===== src/rtl/mips_pkg.sv =====
// rtl/mips_pkg.sv - shared types and helpers for the hazard/forwarding unit
//
// Purpose:
//   Forward-select codes, register index width, FSM state encoding and the
//   pipeline tracking entry used by hazard_forward_unit and hazard_track_reg.
//   Select codes drive a 3:1 mux: bit0 picks in1/in2, bit1 overrides to in3.
// Ports: none (package).

package mips_pkg;

   localparam int REG_W = 5;

   localparam logic [1:0] FWD_RF    = 2'b00;  // register file value
   localparam logic [1:0] FWD_WB    = 2'b01;  // result being written back
   localparam logic [1:0] FWD_EXMEM = 2'b10;  // ALU result in EX/MEM

   typedef enum logic [1:0] {
      ST_RUN,
      ST_LDSTALL,
      ST_FREEZE
   } hz_state_t;

   typedef struct packed {
      logic [REG_W-1:0] dest;
      logic             reg_write;
      logic             mem_read;
   } track_t;

   localparam track_t TRACK_NOP = '0;

   // Register 0 is hard-wired zero, so it never needs forwarding.
   function automatic logic src_match(input logic use_src,
                                      input logic [REG_W-1:0] src,
                                      input track_t e);
      return use_src && e.reg_write && (e.dest == src) && (src != '0);
   endfunction

   // EX/MEM has priority: it holds the youngest value of the register.
   // A producer in WB needs nothing because the register file is write-first.
   function automatic logic [1:0] fwd_code(input logic use_src,
                                           input logic [REG_W-1:0] src,
                                           input track_t ex,
                                           input track_t mem,
                                           input track_t wb);
      if (src_match(use_src, src, ex))
         return FWD_EXMEM;
      else if (src_match(use_src, src, mem))
         return FWD_WB;
      else if (src_match(use_src, src, wb))
         return FWD_RF;
      return FWD_RF;
   endfunction

endpackage


===== src/rtl/hazard_track_reg.sv =====
// rtl/hazard_track_reg.sv - one pipeline tracking entry with load/hold/clear
//
// Purpose:
//   Holds {dest, reg_write, mem_read} of the instruction in one pipeline stage.
//   Clear has priority over load; with neither asserted the entry holds.
// Ports:
//   clk    in   rising-edge clock
//   rst_n  in   synchronous reset, active low (entry becomes NOP)
//   load   in   capture d
//   clear  in   capture NOP
//   d      in   incoming entry
//   q      out  current entry

module hazard_track_reg
   import mips_pkg::*;
(
   input  logic   clk,
   input  logic   rst_n,
   input  logic   load,
   input  logic   clear,
   input  track_t d,
   output track_t q
);

   always_ff @(posedge clk) begin
      if (!rst_n)
         q <= TRACK_NOP;
      else if (clear)
         q <= TRACK_NOP;
      else if (load)
         q <= d;
   end

endmodule


===== src/rtl/hazard_forward_unit.sv =====
// rtl/hazard_forward_unit.sv - forwarding select and load-use stall control
//
// Purpose:
//   Tracks destination info for EX/MEM/WB, produces registered ALU operand
//   select codes for the instruction entering EX, and drives stall, bubble
//   and freeze. Optional macro HAZFWD_PERF_EN builds the two perf counters;
//   without it both counter ports are tied to zero.
// Ports:
//   clk, rst_n                 clock, synchronous active-low reset
//   id_rs, id_rt               source registers of the ID instruction
//   id_use_rs, id_use_rt       ID instruction reads rs / rt
//   id_dest, id_reg_write      destination of the ID instruction
//   id_mem_read                ID instruction is a load
//   id_flush                   kill the ID instruction
//   mem_busy                   data memory not ready, freeze the pipeline
//   fwd_a_sel, fwd_b_sel       registered operand selects (valid in EX)
//   stall_if_id, bubble_id_ex  hold PC/IF-ID, load NOP into ID/EX
//   freeze                     hold every pipeline register
//   stall_count, fwd_count     load-use stall cycles / non-zero selects issued

module hazard_forward_unit
   import mips_pkg::*;
(
   input  logic             clk,
   input  logic             rst_n,
   input  logic [REG_W-1:0] id_rs,
   input  logic [REG_W-1:0] id_rt,
   input  logic             id_use_rs,
   input  logic             id_use_rt,
   input  logic [REG_W-1:0] id_dest,
   input  logic             id_reg_write,
   input  logic             id_mem_read,
   input  logic             id_flush,
   input  logic             mem_busy,
   output logic [1:0]       fwd_a_sel,
   output logic [1:0]       fwd_b_sel,
   output logic             stall_if_id,
   output logic             bubble_id_ex,
   output logic             freeze,
   output logic [31:0]      stall_count,
   output logic [31:0]      fwd_count
);

   hz_state_t  state_q, state_d;
   track_t     id_entry, ex_q, mem_q, wb_q;
   logic       load_use;
   logic       advance;
   logic [1:0] fa_d, fb_d;

   assign id_entry = '{dest: id_dest, reg_write: id_reg_write, mem_read: id_mem_read};

   assign load_use = ex_q.mem_read &&
                     (src_match(id_use_rs, id_rs, ex_q) || src_match(id_use_rt, id_rt, ex_q));

   assign fa_d = fwd_code(id_use_rs, id_rs, ex_q, mem_q, wb_q);
   assign fb_d = fwd_code(id_use_rt, id_rt, ex_q, mem_q, wb_q);

   always_ff @(posedge clk) begin
      if (!rst_n)
         state_q <= ST_RUN;
      else
         state_q <= state_d;
   end

   // In LDSTALL the bubble has already emptied EX, so no load-use can exist;
   // the release cycle out of FREEZE behaves exactly like RUN.
   always_comb begin
      state_d      = state_q;
      stall_if_id  = 1'b0;
      bubble_id_ex = 1'b0;
      freeze       = 1'b0;
      advance      = 1'b0;
      if (!rst_n) begin
         state_d = ST_RUN;
      end else if (mem_busy) begin
         state_d     = ST_FREEZE;
         freeze      = 1'b1;
         stall_if_id = 1'b1;
      end else begin
         advance = 1'b1;
         case (state_q)
            ST_LDSTALL: begin
               state_d      = ST_RUN;
               bubble_id_ex = id_flush;
            end
            default: begin
               state_d = ST_RUN;
               if (id_flush) begin
                  bubble_id_ex = 1'b1;
               end else if (load_use) begin
                  state_d      = ST_LDSTALL;
                  stall_if_id  = 1'b1;
                  bubble_id_ex = 1'b1;
               end
            end
         endcase
      end
   end

   hazard_track_reg u_ex (
      .clk   (clk),
      .rst_n (rst_n),
      .load  (advance),
      .clear (advance && bubble_id_ex),
      .d     (id_entry),
      .q     (ex_q)
   );

   hazard_track_reg u_mem (
      .clk   (clk),
      .rst_n (rst_n),
      .load  (advance),
      .clear (1'b0),
      .d     (ex_q),
      .q     (mem_q)
   );

   hazard_track_reg u_wb (
      .clk   (clk),
      .rst_n (rst_n),
      .load  (advance),
      .clear (1'b0),
      .d     (mem_q),
      .q     (wb_q)
   );

   always_ff @(posedge clk) begin
      if (!rst_n) begin
         fwd_a_sel <= FWD_RF;
         fwd_b_sel <= FWD_RF;
      end else if (advance) begin
         fwd_a_sel <= bubble_id_ex ? FWD_RF : fa_d;
         fwd_b_sel <= bubble_id_ex ? FWD_RF : fb_d;
      end
   end

`ifdef HAZFWD_PERF_EN
   always_ff @(posedge clk) begin
      if (!rst_n) begin
         stall_count <= '0;
         fwd_count   <= '0;
      end else begin
         if (state_q == ST_LDSTALL)
            stall_count <= stall_count + 32'd1;
         if (advance && !bubble_id_ex && ((fa_d != FWD_RF) || (fb_d != FWD_RF)))
            fwd_count <= fwd_count + 32'd1;
      end
   end
`else
   assign stall_count = '0;
   assign fwd_count   = '0;
`endif

endmodule


===== config.mk =====
export PLATFORM = sky130hd
export DESIGN_NAME = hazard_forward_unit
export DESIGN_NICKNAME = d
export VERILOG_FILES = /design/src/rtl/mips_pkg.sv /design/src/rtl/hazard_track_reg.sv /design/src/rtl/hazard_forward_unit.sv
export SDC_FILE = /design/constraint.sdc
export NUM_CORES = 1
export LEC_CHECK = 0
export CORE_MARGIN = 2
export CORE_UTILIZATION = 34
export CTS_CLUSTER_DIAMETER = 40
export DETAILED_ROUTE_END_ITERATION = 10
export HOLD_SLACK_MARGIN = 0.02
export MAX_ROUTING_LAYER = met4
export PLACE_DENSITY = 0.84
export RECOVER_POWER = 25
export REMOVE_ABC_BUFFERS = 1
export SLEW_MARGIN = 15
export SYNTH_ARGS = -nofsm -noshare
export SYNTH_HDL_FRONTEND = slang
export SYNTH_SLANG_ARGS = --single-unit

===== constraint.sdc =====
create_clock -name clk -period 1.6 [get_ports clk]
set_clock_uncertainty 0.15 [all_clocks]
set_input_delay 0.16 -clock clk [delete_from_list [all_inputs] [get_ports clk]]
set_output_delay 0.16 -clock clk [all_outputs]
set_load 0.1 [all_outputs]

==> results of run 1 <==
## cells by family after synthesis
family	share of synthesized area, %
buffers and inverters	32.52
and+or+nand+nor	17.76
xor gates and xnor gates	11.05
DFF	23.99
AOI/OAI and AO/OA	6.235
muxes	8.208
other	0.2366
## Yosys cell counts (2+ instances only)
master / n
buf_4: 64
xnor2_1: 20
dfxtp_1: 19
mux2i_1: 13
nor3_2: 10
nor2b_1: 7
a21oi_1: 4
nand4_1: 4
nor3_1: 4
a22oi_1: 2
and2_1: 2
clkbuf_1: 2
inv_1: 2
nand3_1: 2
nor4_1: 2
or3_4: 2
## registers in the layout (all words and copies together), names as in the netlist
signal	flops
u_mem.q	6
fwd_a_sel	2
state_q	2
u_ex.q	7
fwd_b_sel	2
## path summary, 6_finish.rpt
| path | startpoint | to |
|---|---|---|
| worst max-delay path | u_ex.q[5] | bubble_id_ex |
| worst min register to register | fwd_a_sel[1] | fwd_a_sel[1] |
| worst max register to register | u_ex.q[5] | fwd_b_sel[1] |
| worst min-delay path | id_flush | state_q[0] |
## area by class of cell
| class | instances | area, um^2 |
|---|---|---|
| Timing Repair Buffer | 65 | 634.4 |
| Multi-Input combinational cell | 148 | 1003 |
| Sequential cell | 19 | 391.6 |
| Fill cell | 398 | 2267 |
| Clock buffer | 4 | 45.04 |
| Inverter | 2 | 7.507 |
| Tap cell | 52 | 65.06 |
## layer usage
layer	vias to the layer above	track usage, %	share of wire [%]
li1	587	-	-
met1	572	15.77	38
met2	66	27.01	54
met3	6	2.639	6.2
met4	0	5.241	1.3
met5	-	-	0
## through the flow
step / util (%) / power, mW / hold slack, ns
final: 48.64 / 1.811 / 0.3251
after global routing: 48.64 / 1.859 / 0.3615
after CTS: 48.55 / 1.801 / 0.3286
after detailed placement: 43.82 / 1.441 / 0.3994
after global placement: 43.82 / 1.434 / 0.3634
after floorplan: - / 1.278 / 0.08785
## worst max-delay path: stages, from the launching register on
cell and delay [ns]:
dfxtp_2 0.35, xnor2_2 0.17, nand4_1 0.13, or3_4 0.37, a21o_1 0.22, a21oi_2 0.17, buf_12 0.19
## repair_timing
| action | in CTS | in global routing |
|---|---|---|
| endpoints found under the setup margin | 14 | 15 |
| resized for setup | 35 | 4 |
| pin swaps | 13 | 4 |
| setup buffers | 10 | 2 |
## where the power goes
part / switching (mW) / internal [mW]
clock: 0.165 / 0.177
combinational: 0.791 / 0.173
sequential: 0.0184 / 0.487
==> flow_metrics.tcl, run 1 <==
set metrics [dict create \
    outcome "finished, violations left" \
    violations "negative setup slack" \
    synthFlopType "dfxtp_1" \
    numPortBuffers 29 \
    reg2reg_setup_slack_ns -0.54 \
    ir_worst_vdd_v 0.0004197 \
    grt_pass1_vias 1186 \
    r2r_cells 13 \
    io_pins 94 \
    hold_buffers 0 \
    rsz0062_at_grt "yes" \
    worstSkewPairLatency_ns 0.26 \
    nNetsFinal 262 \
    layout_commonest_cell "conb_1" \
    min_period_over_period_pct 135.6 \
    synth_cell_types 32 \
    required_ns 1.29 \
    grt_usage_pct 14.74 \
    num_antenna_cells 0 \
    die_y_um 72.28 \
    vias_per_cell 4.245 \
    finalSetupViolations 14 \
    drcViolationCount 0 \
    arrival_ns 1.86 \
    synth-edff-count 0 \
    drive_above_1_share_pct 32.35 \
    cts_tree "done" \
    syn-instance-count 175 \
    dieArea_mm2 0.005224 \
    clkTransAtPathRegs_ns 0.07 \
    max_freq_mhz 460.9 \
    die_w_um 72.28 \
    numCtsBuffers 3 \
    antenna_found_initial 0 \
    postRouteWirelength_um 3655 \
    core_mm2 0.004414 \
    dp_hpwl_um 2694 \
    finalCriticalPeriod_ns 2.170 \
    grt_overflow_total 0 \
    clockBufferDepth 2 \
    maxCapViolations 0 \
    syn_to_final_growth_pct 35.44 \
    grt_pass1_wl_um 5644 \
    startpoint_type "flop" \
    p_leak_nw 0.9438 \
    hold_path.class "input pin to flop" \
    synth_area_leaders "buf_4 (30%), dfxtp_1 (24%), xnor2_1 (11%)" \
    yosysTopAreaCellShare_pct 30.31 \
    clkSinkCount 19 \
    root_buffer "clkbuf_8" \
    slew_headroom_pct 64.07 \
    fin_ws_ns -0.5698 \
    place_ws_ns -0.7870 \
    synth_largest_area_cell "buf_4" \
    row_count 24 \
    cp_max_fo 3 \
    drt_iter0_drc 23 \
    worstSetupEndpointType "output port" \
    yosysWarnings 0 \
    dp.cells 276 \
    fin_tns_setup_ns -5.395 \
    ys_async_sr_fraction_pct 0 \
    gp_congestion 0.8867 \
    final_cell_mix "conb_1 (64), buf_4 (26), xnor2_1 (15)" \
    hold_depth 2 \
    final_cells 290 \
    final_area_mm2 0.002147 \
    placed_area_mm2 0.001934 \
    syn_avg_cell_area_um2 9.059 \
    initial_utilization_pct 35.91 \
    netlist_area_mm2 0.001585 \
    hold_viol 0 \
    worst_slew_pin_slew_ns 0.5413 \
    postRouteAntennaNets 0 \
    powerDensity_mw_per_mm2 843.5 \
    ys_seq_elements 19 \
    firstDrtPassIters 4 \
    grt_start_max_net_pins 15 \
    synth_seq_area_share_pct 23.99 \
    wl_per_cell_um 12.60 \
    path_class "flop to output port" \
    slew_violations 0 \
    vias 1231 \
    htree_levels 1 \
]
(Power assumes the default switching activity.)
==> run 2: changes to the inputs <==
--- a/config.mk
+++ b/config.mk
@@ -10,7 +10,6 @@
 export CTS_CLUSTER_DIAMETER = 40
 export DETAILED_ROUTE_END_ITERATION = 10
 export HOLD_SLACK_MARGIN = 0.02
-export MAX_ROUTING_LAYER = met4
 export PLACE_DENSITY = 0.84
 export RECOVER_POWER = 25
 export REMOVE_ABC_BUFFERS = 1
==> run 2 against run 1 <==
The flow still finishes with violations (negative setup slack). Final area shrank 2.6%. Combinational power shrank 2%. Die area is the same. Count of clock-buffer cells in the layout shrank 1. Global-route usage shrank 2.0 points. Flip-flop and latch count is the same. Worst hold slack lost 0.025 ns. Critical path type unchanged. Highest routed layer unchanged.
==> flow_metrics.tcl, run 2 (synthesized netlist as in run 1, its figures left out) <==
set metrics [dict create \
    largest_register_ffs 7 \
    crit_chain "xnor2_2 > nand4_1 > or3_4 > a21o_1 > a21oi_2 > buf_12" \
    clkSinkCount 19 \
    holdPathEnd "u_mem.q[1]" \
    crit_buf_inv 1 \
    reg2reg_setup_slack_ns -0.47 \
    nNetsFinal 260 \
    critPathSlowestCell "or3_4" \
    cpPeakStageDelay_ns 0.38 \
    dp_hpwl_um 2563 \
    place_ws_ns -0.7872 \
    p_leak_nw 0.9300 \
    pwr-share-clk_pct 18.9 \
    hold_viol 0 \
    clkTransAtPathRegs_ns 0.08 \
    core_mm2 0.004414 \
    path_class "flop to output port" \
    worst_slew_pin_slew_ns 0.5574 \
    wl_per_cell_um 11.67 \
    startpoint_type "flop" \
    cts_tree "done" \
    drcViolationCount 0 \
    layout_commonest_cell "conb_1" \
    io_pins 94 \
    grt_overflow_total 0 \
    row_count 24 \
    cp_max_fo 3 \
    fin_tns_setup_ns -6.181 \
    vias 1219 \
    dp.cells 276 \
    drt_iter0_drc 37 \
    firstDrtPassIters 4 \
    grt_pass1_vias 1118 \
    reg_top3 "u_ex.q: 7 flops, u_mem.q: 6 flops" \
    max_freq_mhz 452.8 \
    syn_to_final_growth_pct 31.97 \
    seq_power_share_pct 28.2 \
    worstSetupEndpointType "output port" \
    slew_violations 0 \
    ir_worst_vdd_v 0.0003701 \
    dieArea_mm2 0.005224 \
    powerDensity_mw_per_mm2 854.4 \
    min_period_over_period_pct 138.0 \
    hold_slack_ns 0.3000 \
    top_register "u_ex.q" \
    die_w_um 72.28 \
    finalSetupViolations 14 \
    timing.rr.start "u_ex.q[2]" \
    vias_per_cell 4.233 \
    postRouteAntennaNets 0 \
    worstSkewPairLatency_ns 0.25 \
    finalCriticalPeriod_ns 2.209 \
    final_cells 288 \
    final_cell_mix "conb_1 (64), buf_4 (28), xnor2_1 (16)" \
    power.share.switching_pct 54.05 \
    clockBufferDepth 2 \
    total_power_mw 1.787 \
    postRouteWirelength_um 3361 \
    initial_utilization_pct 35.91 \
    outcome "finished, violations left" \
    r2r-end "u_ex.q[2]" \
    drive_above_1_share_pct 31.78 \
    arrival_ns 1.90 \
    critical_path.top_delay_family "simple AND/OR/NAND/NOR gates" \
    htree_levels 1 \
    numPortBuffers 29 \
    required_ns 1.29 \
    num_antenna_cells 0 \
    antenna_found_initial 0 \
    maxCapViolations 0 \
    gp_congestion 0.9189 \
    rsz0062_at_grt "yes" \
    combPwrFrac_pct 53.0 \
    r2r_cells 8 \
    min_from "rst_n" \
    grt_start_max_net_pins 15 \
    grt_usage_pct 12.72 \
    violations "negative setup slack" \
    numCtsBuffers 3 \
    root_buffer "clkbuf_8" \
    switching_power_mw 0.9661 \
    fin_ws_ns -0.6086 \
    hold_path.class "input pin to flop" \
    grt_pass1_wl_um 5175 \
    hold_depth 3 \
    p_int_mw 0.8213 \
    slew_headroom_pct 63.00 \
    die_y_um 72.28 \
]
==> run 2: cell types whose count changed in the layout (fill, tap and decap cells not counted), sizes merged <==
cell / delta
clkdlybuf4s50: -1
clkinv: +1
buf: -3
dlymetal6s2s: +1
==> run 2: worst min-delay path, stage by stage <==
cell            delay [ns]
dlymetal6s2s_1        0.19
buf_4                 0.19
nor2b_1               0.12
==> run 2: timing repair <==
action,4_1_cts,5_1_grt
pin swaps,16,7
setup endpoints to repair,14,15
setup buffers,10,3
hold buffers,0,0
gates resized for setup,24,9
==> run 2: how the worst max path moves through the flow <==
stage / startpoint / to / slack, ns / cells after the start
final: u_ex.q[2] / bubble_id_ex / -0.61 / 6
after global routing: u_ex.q[2] / bubble_id_ex / -0.71 / 6
after detailed placement: id_rt[0] / bubble_id_ex / -0.79 / 7
after CTS: u_ex.q[2] / bubble_id_ex / -0.57 / 6
after global placement: id_rt[3] / bubble_id_ex / -0.76 / 7
after floorplan: u_ex.q[2] / bubble_id_ex / -1.40 / 5
==> run 2: metal layers <==
layer / track usage, % / wire (um)
met5: 0 / 0
met4: 5.031 / 87
met3: 1.806 / 244
met2: 23.75 / 1722
met1: 14.41 / 1307
==> run 2: final cells by class <==
cell class,count,area [um^2]
clock buffers,3,41.29
repair buffers,63,591.8
multi-input cells,148,989.7
clock inverters,1,5.005
well taps,52,65.06
inverters,2,7.507
flip-flops and latches,19,391.6
fillers,402,2322
==> run 2: power groups by stage <==
stage,clock (mW),combinational [mW],sequential (mW)
2_1_floorplan,0,0.768,0.510
3_3_place_gp,0,0.922,0.513
3_5_place_dp,0,0.926,0.514
4_1_cts,0.343,0.939,0.503
5_1_grt,0.362,0.977,0.505
6_report,0.337,0.947,0.503
==> run 2: metrics by stage <==
stage                     cell area [um^2]  util, %
after floorplan                       1314        -
after global placement                1934    43.82
after detailed placement              1934    43.82
after CTS                             2078    47.08
after global routing                  2092    47.39
final                                 2092    47.39
